## src/rtl/ram_ctrl_pkg.sv

```systemverilog
// Shared definitions for the RAM arbiter: FSM encoding, port indices and
// default RAM geometry.
package ram_ctrl_pkg;

   localparam int DEFAULT_DATA_WIDTH = 32;
   localparam int DEFAULT_ADDR_WIDTH = 10;

   localparam logic PORT_IF = 1'b0;
   localparam logic PORT_LS = 1'b1;

   typedef enum logic [1:0] {
      ST_IDLE   = 2'd0,
      ST_ACCESS = 2'd1,
      ST_RESP   = 2'd2
   } arb_state_e;

endpackage

```

## src/rtl/ram_arbiter_rr_pick2.sv

```systemverilog
// Two-way round-robin select: a lone requester wins, under contention the
// port that did not win last time is chosen.
module rr_pick2
   import ram_ctrl_pkg::*;
(
   input  logic       req0_i,
   input  logic       req1_i,
   input  logic       last_i,
   output logic [1:0] gnt_o
);

   always_comb begin
      gnt_o = 2'b00;
      if (req0_i && req1_i) begin
         gnt_o = (last_i == PORT_LS) ? 2'b01 : 2'b10;
      end else begin
         gnt_o = {req1_i, req0_i};
      end
   end

endmodule

```

## src/rtl/ram_arbiter.sv

```systemverilog
// Arbiter and access sequencer sharing one single-port synchronous RAM between
// the instruction-fetch port (0) and the load/store port (1).
module ram_arbiter
   import ram_ctrl_pkg::*;
#(
   parameter int DATA_WIDTH = DEFAULT_DATA_WIDTH,
   parameter int ADDR_WIDTH = DEFAULT_ADDR_WIDTH
) (
   input  logic                  clk,
   input  logic                  rst_n,
   input  logic                  req0,
   input  logic                  req1,
   input  logic                  we0,
   input  logic                  we1,
   input  logic [ADDR_WIDTH-1:0] addr0,
   input  logic [ADDR_WIDTH-1:0] addr1,
   input  logic [DATA_WIDTH-1:0] wdata0,
   input  logic [DATA_WIDTH-1:0] wdata1,
   output logic                  gnt0,
   output logic                  gnt1,
   output logic                  done0,
   output logic                  done1,
   output logic [DATA_WIDTH-1:0] rdata0,
   output logic [DATA_WIDTH-1:0] rdata1,
   output logic                  busy,
   output logic                  ram_cs,
   output logic                  ram_we,
   output logic                  ram_oe,
   output logic [ADDR_WIDTH-1:0] ram_addr,
   output logic [DATA_WIDTH-1:0] ram_wdata,
   input  logic [DATA_WIDTH-1:0] ram_rdata
);

   arb_state_e            state_q, state_d;
   logic                  last_q, last_d;
   logic                  opWe_q, opWe_d;
   logic                  opPort_q, opPort_d;
   logic                  ramCs_q, ramCs_d;
   logic                  ramWe_q, ramWe_d;
   logic                  ramOe_q, ramOe_d;
   logic [ADDR_WIDTH-1:0] ramAddr_q, ramAddr_d;
   logic [DATA_WIDTH-1:0] ramWdata_q, ramWdata_d;
   logic                  done0_q, done0_d;
   logic                  done1_q, done1_d;
   logic [DATA_WIDTH-1:0] rdata0_q, rdata0_d;
   logic [DATA_WIDTH-1:0] rdata1_q, rdata1_d;
   logic [1:0]            pick;

   rr_pick2 u_pick (
      .req0_i (req0),
      .req1_i (req1),
      .last_i (last_q),
      .gnt_o  (pick)
   );

   // RAM controls are computed one state ahead so the registered outputs line
   // up with ACCESS/RESP; RESP keeps oe high so the RAM output stays driven.
   always_comb begin
      state_d    = state_q;
      last_d     = last_q;
      opWe_d     = opWe_q;
      opPort_d   = opPort_q;
      ramCs_d    = 1'b0;
      ramWe_d    = 1'b0;
      ramOe_d    = 1'b0;
      ramAddr_d  = ramAddr_q;
      ramWdata_d = ramWdata_q;
      done0_d    = 1'b0;
      done1_d    = 1'b0;
      rdata0_d   = rdata0_q;
      rdata1_d   = rdata1_q;
      gnt0       = 1'b0;
      gnt1       = 1'b0;
      unique case (state_q)
         ST_IDLE: begin
            if (rst_n && (pick != 2'b00)) begin
               gnt0       = pick[0];
               gnt1       = pick[1];
               opPort_d   = pick[1];
               last_d     = pick[1];
               opWe_d     = pick[1] ? we1 : we0;
               ramAddr_d  = pick[1] ? addr1 : addr0;
               ramWdata_d = pick[1] ? wdata1 : wdata0;
               ramCs_d    = 1'b1;
               ramWe_d    = opWe_d;
               ramOe_d    = !opWe_d;
               state_d    = ST_ACCESS;
            end
         end
         ST_ACCESS: begin
            if (opWe_q) begin
               done0_d = (opPort_q == PORT_IF);
               done1_d = (opPort_q == PORT_LS);
               state_d = ST_IDLE;
            end else begin
               ramCs_d = 1'b1;
               ramOe_d = 1'b1;
               state_d = ST_RESP;
            end
         end
         ST_RESP: begin
            done0_d = (opPort_q == PORT_IF);
            done1_d = (opPort_q == PORT_LS);
            if (opPort_q == PORT_LS) begin
               rdata1_d = ram_rdata;
            end else begin
               rdata0_d = ram_rdata;
            end
            state_d = ST_IDLE;
         end
         default: state_d = ST_IDLE;
      endcase
   end

   always_ff @(posedge clk or negedge rst_n) begin
      if (!rst_n) begin
         state_q    <= ST_IDLE;
         last_q     <= PORT_LS;
         opWe_q     <= 1'b0;
         opPort_q   <= PORT_IF;
         ramCs_q    <= 1'b0;
         ramWe_q    <= 1'b0;
         ramOe_q    <= 1'b0;
         ramAddr_q  <= '0;
         ramWdata_q <= '0;
         done0_q    <= 1'b0;
         done1_q    <= 1'b0;
         rdata0_q   <= '0;
         rdata1_q   <= '0;
      end else begin
         state_q    <= state_d;
         last_q     <= last_d;
         opWe_q     <= opWe_d;
         opPort_q   <= opPort_d;
         ramCs_q    <= ramCs_d;
         ramWe_q    <= ramWe_d;
         ramOe_q    <= ramOe_d;
         ramAddr_q  <= ramAddr_d;
         ramWdata_q <= ramWdata_d;
         done0_q    <= done0_d;
         done1_q    <= done1_d;
         rdata0_q   <= rdata0_d;
         rdata1_q   <= rdata1_d;
      end
   end

   assign busy      = (state_q != ST_IDLE);
   assign done0     = done0_q;
   assign done1     = done1_q;
   assign rdata0    = rdata0_q;
   assign rdata1    = rdata1_q;
   assign ram_cs    = ramCs_q;
   assign ram_we    = ramWe_q;
   assign ram_oe    = ramOe_q;
   assign ram_addr  = ramAddr_q;
   assign ram_wdata = ramWdata_q;

endmodule

```

## config.mk

```make
export PLATFORM = sky130hd
export DESIGN_NAME = ram_arbiter
export DESIGN_NICKNAME = d
export VERILOG_FILES = /design/src/rtl/ram_ctrl_pkg.sv /design/src/rtl/ram_arbiter_rr_pick2.sv /design/src/rtl/ram_arbiter.sv
export SDC_FILE = /design/constraint.sdc
export NUM_CORES = 1
export LEC_CHECK = 0
export ABC_CLOCK_PERIOD_IN_PS = 1750
export BUFFER_PORTS_ARGS = -buffer_cell sky130_fd_sc_hd__buf_2
export CAP_MARGIN = 10
export CORE_UTILIZATION = 45
export CTS_CLUSTER_SIZE = 28
export DETAILED_ROUTE_END_ITERATION = 16
export PLACE_DENSITY = 0.85
export SLEW_MARGIN = 20
export SYNTH_ARGS = -nofsm -noshare
export SYNTH_HDL_FRONTEND = slang
export SYNTH_SLANG_ARGS = --single-unit
```

## constraint.sdc

```tcl
create_clock -name clk -period 1.75 [get_ports clk]
set_clock_uncertainty 0.15 [all_clocks]
set_input_delay 0.525 -clock clk [delete_from_list [all_inputs] [get_ports clk]]
set_output_delay 0.525 -clock clk [all_outputs]
set_load 0.01 [all_outputs]
```

==> results.tsv <==
stage	metric	value	unit
run_status	status	finished with violations	
run_status	violations	setup timing	
power	leakagePower	0.00367	uW
worst_setup_path	cp.arrival	1.47	ns
place	place_area	0.00617	mm^2
clocking	clk_pin_slew	0.06	ns
route	viasPerCell	5.17	
global_route	gr-usage-met3	0.0462	
timing	finalHoldViolCount	0	
timing	grt_setup_unrepaired	true	
global_route	first_global_vias	4175	
floorplan	io_pins	236	
power	ir_worst_vdd	812	uV
finish	syn_to_final_growth	55.3	%
worst_setup_path	r2r_cells	7	
clocking	h-tree-depth	4	
timing	period_needed	2.15	ns
worst_setup_path	end_kind	output port	
floorplan	die_h	105	um
worst_setup_path	timing_worst_setup_path_type	flip-flop to output port	
place	io_buffers	235	
worst_setup_path	cp.required	1.07	ns
logic_synthesis	synth_seq_cells	116	
timing	max_freq	465	MHz
clocking	cts_inserted_buffers	17	
clocking	cts_tree	yes	
worst_setup_path	cp-start-kind	flip-flop	
worst_hold_path	worstHoldPathCells	2	
timing	slew_viol_final	0	
global_route	grt_pass1_wl	20000	um
timing	fin_crit_sh	1.23	
worst_setup_path	r2r_slack	-0.06	ns
worst_setup_path	cp_cell_sequence	inv_2 > ha_4 > and3_4 > buf_6	
finish	layout-drive-gt1-share	0.604	
worst_setup_path	slowest_stage	dfrtp_1	
route	final_antenna_net_count	0	
route	first_iter_violations	277	
global_route	gr-usage-met1	0.275	
clocking	clock_latency	0.50	ns
logic_synthesis	synth.avg_cell_area	11.6	um^2
global_route	grt_remaining_overflow	0	
timing	fin_setup_tns	-2.04	ns
logic_synthesis	synth_top_area_share	0.608	
power	switching_power	5040	uW
power	p_int	9080	uW
logic_synthesis	syn_area	0.00473	mm^2
clocking	root_buffer	clkbuf_8	
power	pwr-share-seq	0.345	
global_route	grt_util_all_layers	0.237	
power	power_density	1920	mW/mm^2
timing	worst_pin_slew	0.960	ns
timing	fin_ws	-0.400	ns
worst_setup_path	reg2reg_to	rdata0[31]	
finish	design_area	0.00735	mm^2
logic_synthesis	seq_area_frac_synth	0.613	
floorplan	rows	37	
floorplan	die_w	105	um
place	dp.cells	774	
global_route	met2_usage	0.428	
finish	nFillCells	713	
logic_synthesis	yosysTopAreaCell	dfrtp_1	
floorplan	dieArea	0.0109	mm^2
floorplan	core	0.0103	mm^2
timing	finalSetupViolCount	22	
power	clkPwrFrac	0.223	
clocking	clockBufferDepth	2	
finish	seqCellArea	0.00290	mm^2
finish	final_cells	830	
power	p_comb_frac	0.432	
route	num_vias	4288	
finish	multiInputGateArea	0.00195	mm^2
route	wl	14500	um
worst_setup_path	cp_max_fo	3	
clocking	cts.sinks	116	
finish	final_nets	806	
worst_hold_path	hp-class	primary input to flip-flop	
worst_setup_path	path_buf_inv	2	
logic_synthesis	ys_warn_count	0	
worst_setup_path	regToRegStartpoint	state_q[1]	
route	drc	0	
timing	relSlewSlack	0.360	
logic_synthesis	synth_cell_types	28	
worst_setup_path	crit_family	flip-flops	
power	switching_share	0.357	
global_route	grt.busiest_layer	met2	
global_route	antenna_found_initial	0	
logic_synthesis	syn_inst	407	
worst_hold_path	worstHoldEndpoint	rdata0[5]	
place	dp_hpwl	8880	um
place	place_congestion	0.795	
route	first_pass_iters	5	
flow_run	cap_violations	0	
logic_synthesis	syn_nets	532	
logic_synthesis	synth.area.top_cells	dfrtp_1 61%, mux2_2 15%, a21oi_1 9.2%	
floorplan	start_util	0.461	
worst_hold_path	worstHoldStart	ram_rdata[5]	
route	wl_per_cell	17.5	um
global_route	grt_max_degree	77	
worst_setup_path	critical_path.max_stage_delay	0.39	ns
finish	final_util	0.715	
finish	n_antenna_cell	0	
-- stage by stage --
stage	setup slack [ns]	total power (uW)	hold WS, ns
3_3_place_gp	-0.110	9400	0.319
6_report	-0.400	14100	0.0986
4_1_cts	-0.388	13300	0.0753
3_5_place_dp	-0.128	9670	0.330
5_1_grt	-0.454	14800	0.0891
2_1_floorplan	0.0578	7440	0.0794
-- sequential cells by signal, indices dropped and copies added, names as in the netlist --
register and cells:
rdata1 32, done0 1, done1 1, state_q 2
last_q 1, ram_wdata 32, ram_addr 10, opPort_q 1
rdata0 32, opWe_q 1, ram_we 1, ram_cs 1
ram_oe 1
-- per-layer routing --
| layer | vias up | share of wire |
|---|---|---|
| li1 | 1942 | - |
| met1 | 2080 | 0.39 |
| met2 | 230 | 0.53 |
| met3 | 36 | 0.054 |
| met4 | 0 | 0.025 |
| met5 | - | 0 |
-- power groups by stage --
stage | Sequential, uW | Clock, uW | Combinational (uW)
6_report | 4880 | 3150 | 6100
3_5_place_dp | 4780 | 0 | 4900
4_1_cts | 4770 | 3210 | 5320
2_1_floorplan | 5350 | 0 | 2090
5_1_grt | 5000 | 3320 | 6520
3_3_place_gp | 4680 | 0 | 4730
-- worst max-delay path by stage --
stage	cells past startpoint	start	slack [ns]	endpoint
finish	4	state_q[0]	-0.40	gnt1
global route	4	state_q[0]	-0.45	gnt1
CTS	5	state_q[1]	-0.39	gnt0
detailed placement	4	req1	-0.13	gnt1
global placement	4	req1	-0.11	gnt1
floorplan	4	state_q[0]	0.06	gnt0
-- cells in the final DEF, fill, tap and decap left out, types with 2 or more instances in the layout --
cell          n
buf_12        4
nand2_1      45
clkinvlp_4    5
mux2_4       16
buf_16        2
nor2_4        7
clkinv_2      4
buf_2       232
mux2_1        2
dfrtp_1     115
mux2_2       47
clkinv_4      3
a21oi_2      14
nor2_1       28
inv_2         2
clkbuf_16    22
buf_6         9
nor2_2        9
a21oi_1      73
ha_4          2
a21o_1        2
buf_4        25
o21ai_0       2
-- repair_timing --
item / CTS / global route
buffers inserted: 6 / 8
cloned: 2 / 8
setup endpoints to repair: 14 / 96
hold buffers: 1 / 0
hold endpoints to repair: 16 / 0
pin swaps: 4 / 3
gates resized for setup: 27 / 54
-- cells in the mapped netlist --
cell / instances
a21bo_2: 1
nand2_1: 46
nor2b_1: 1
and3_1: 1
buf_2: 19
o211a_1: 1
o21ai_0: 2
a21boi_2: 1
dfrtp_1: 115
nor3b_1: 1
clkbuf_2: 1
inv_1: 4
ha_1: 3
or2_2: 1
buf_4: 4
nor2_1: 44
a21oi_1: 87
and3b_1: 1
mux2_2: 63
buf_6: 1
nand4_1: 1
a21o_1: 2
nand2b_1: 1
dfstp_2: 1
o211ai_2: 1
nand3_1: 1
mux2_1: 2
mux2i_1: 1
-- cells by family (layout without fill, tap and decap cells) --
| family | Yosys count | in the layout | synth area share |
|---|---|---|---|
| DFF | 116 | 116 | 0.613 |
| adders and majority gates | 3 | 3 | 0.00793 |
| and+or+nand+nor | 98 | 98 | 0.0825 |
| AOI/OAI and AO/OA | 95 | 95 | 0.107 |
| muxes | 66 | 66 | 0.157 |
| buffers and inverters | 29 | 316 | 0.0330 |
-- area by class of cell --
| type | instances | share of cell area |
|---|---|---|
| inverters | 4 | 0.00238 |
| well taps | 136 | 0.0231 |
| repair buffers | 280 | 0.239 |
| clock buffers | 17 | 0.0563 |
| flip-flops and latches | 116 | 0.395 |
| multi-input cells | 262 | 0.265 |
| clock inverters | 15 | 0.0182 |
No activity file was read; power rests on OpenSTA's default activity.
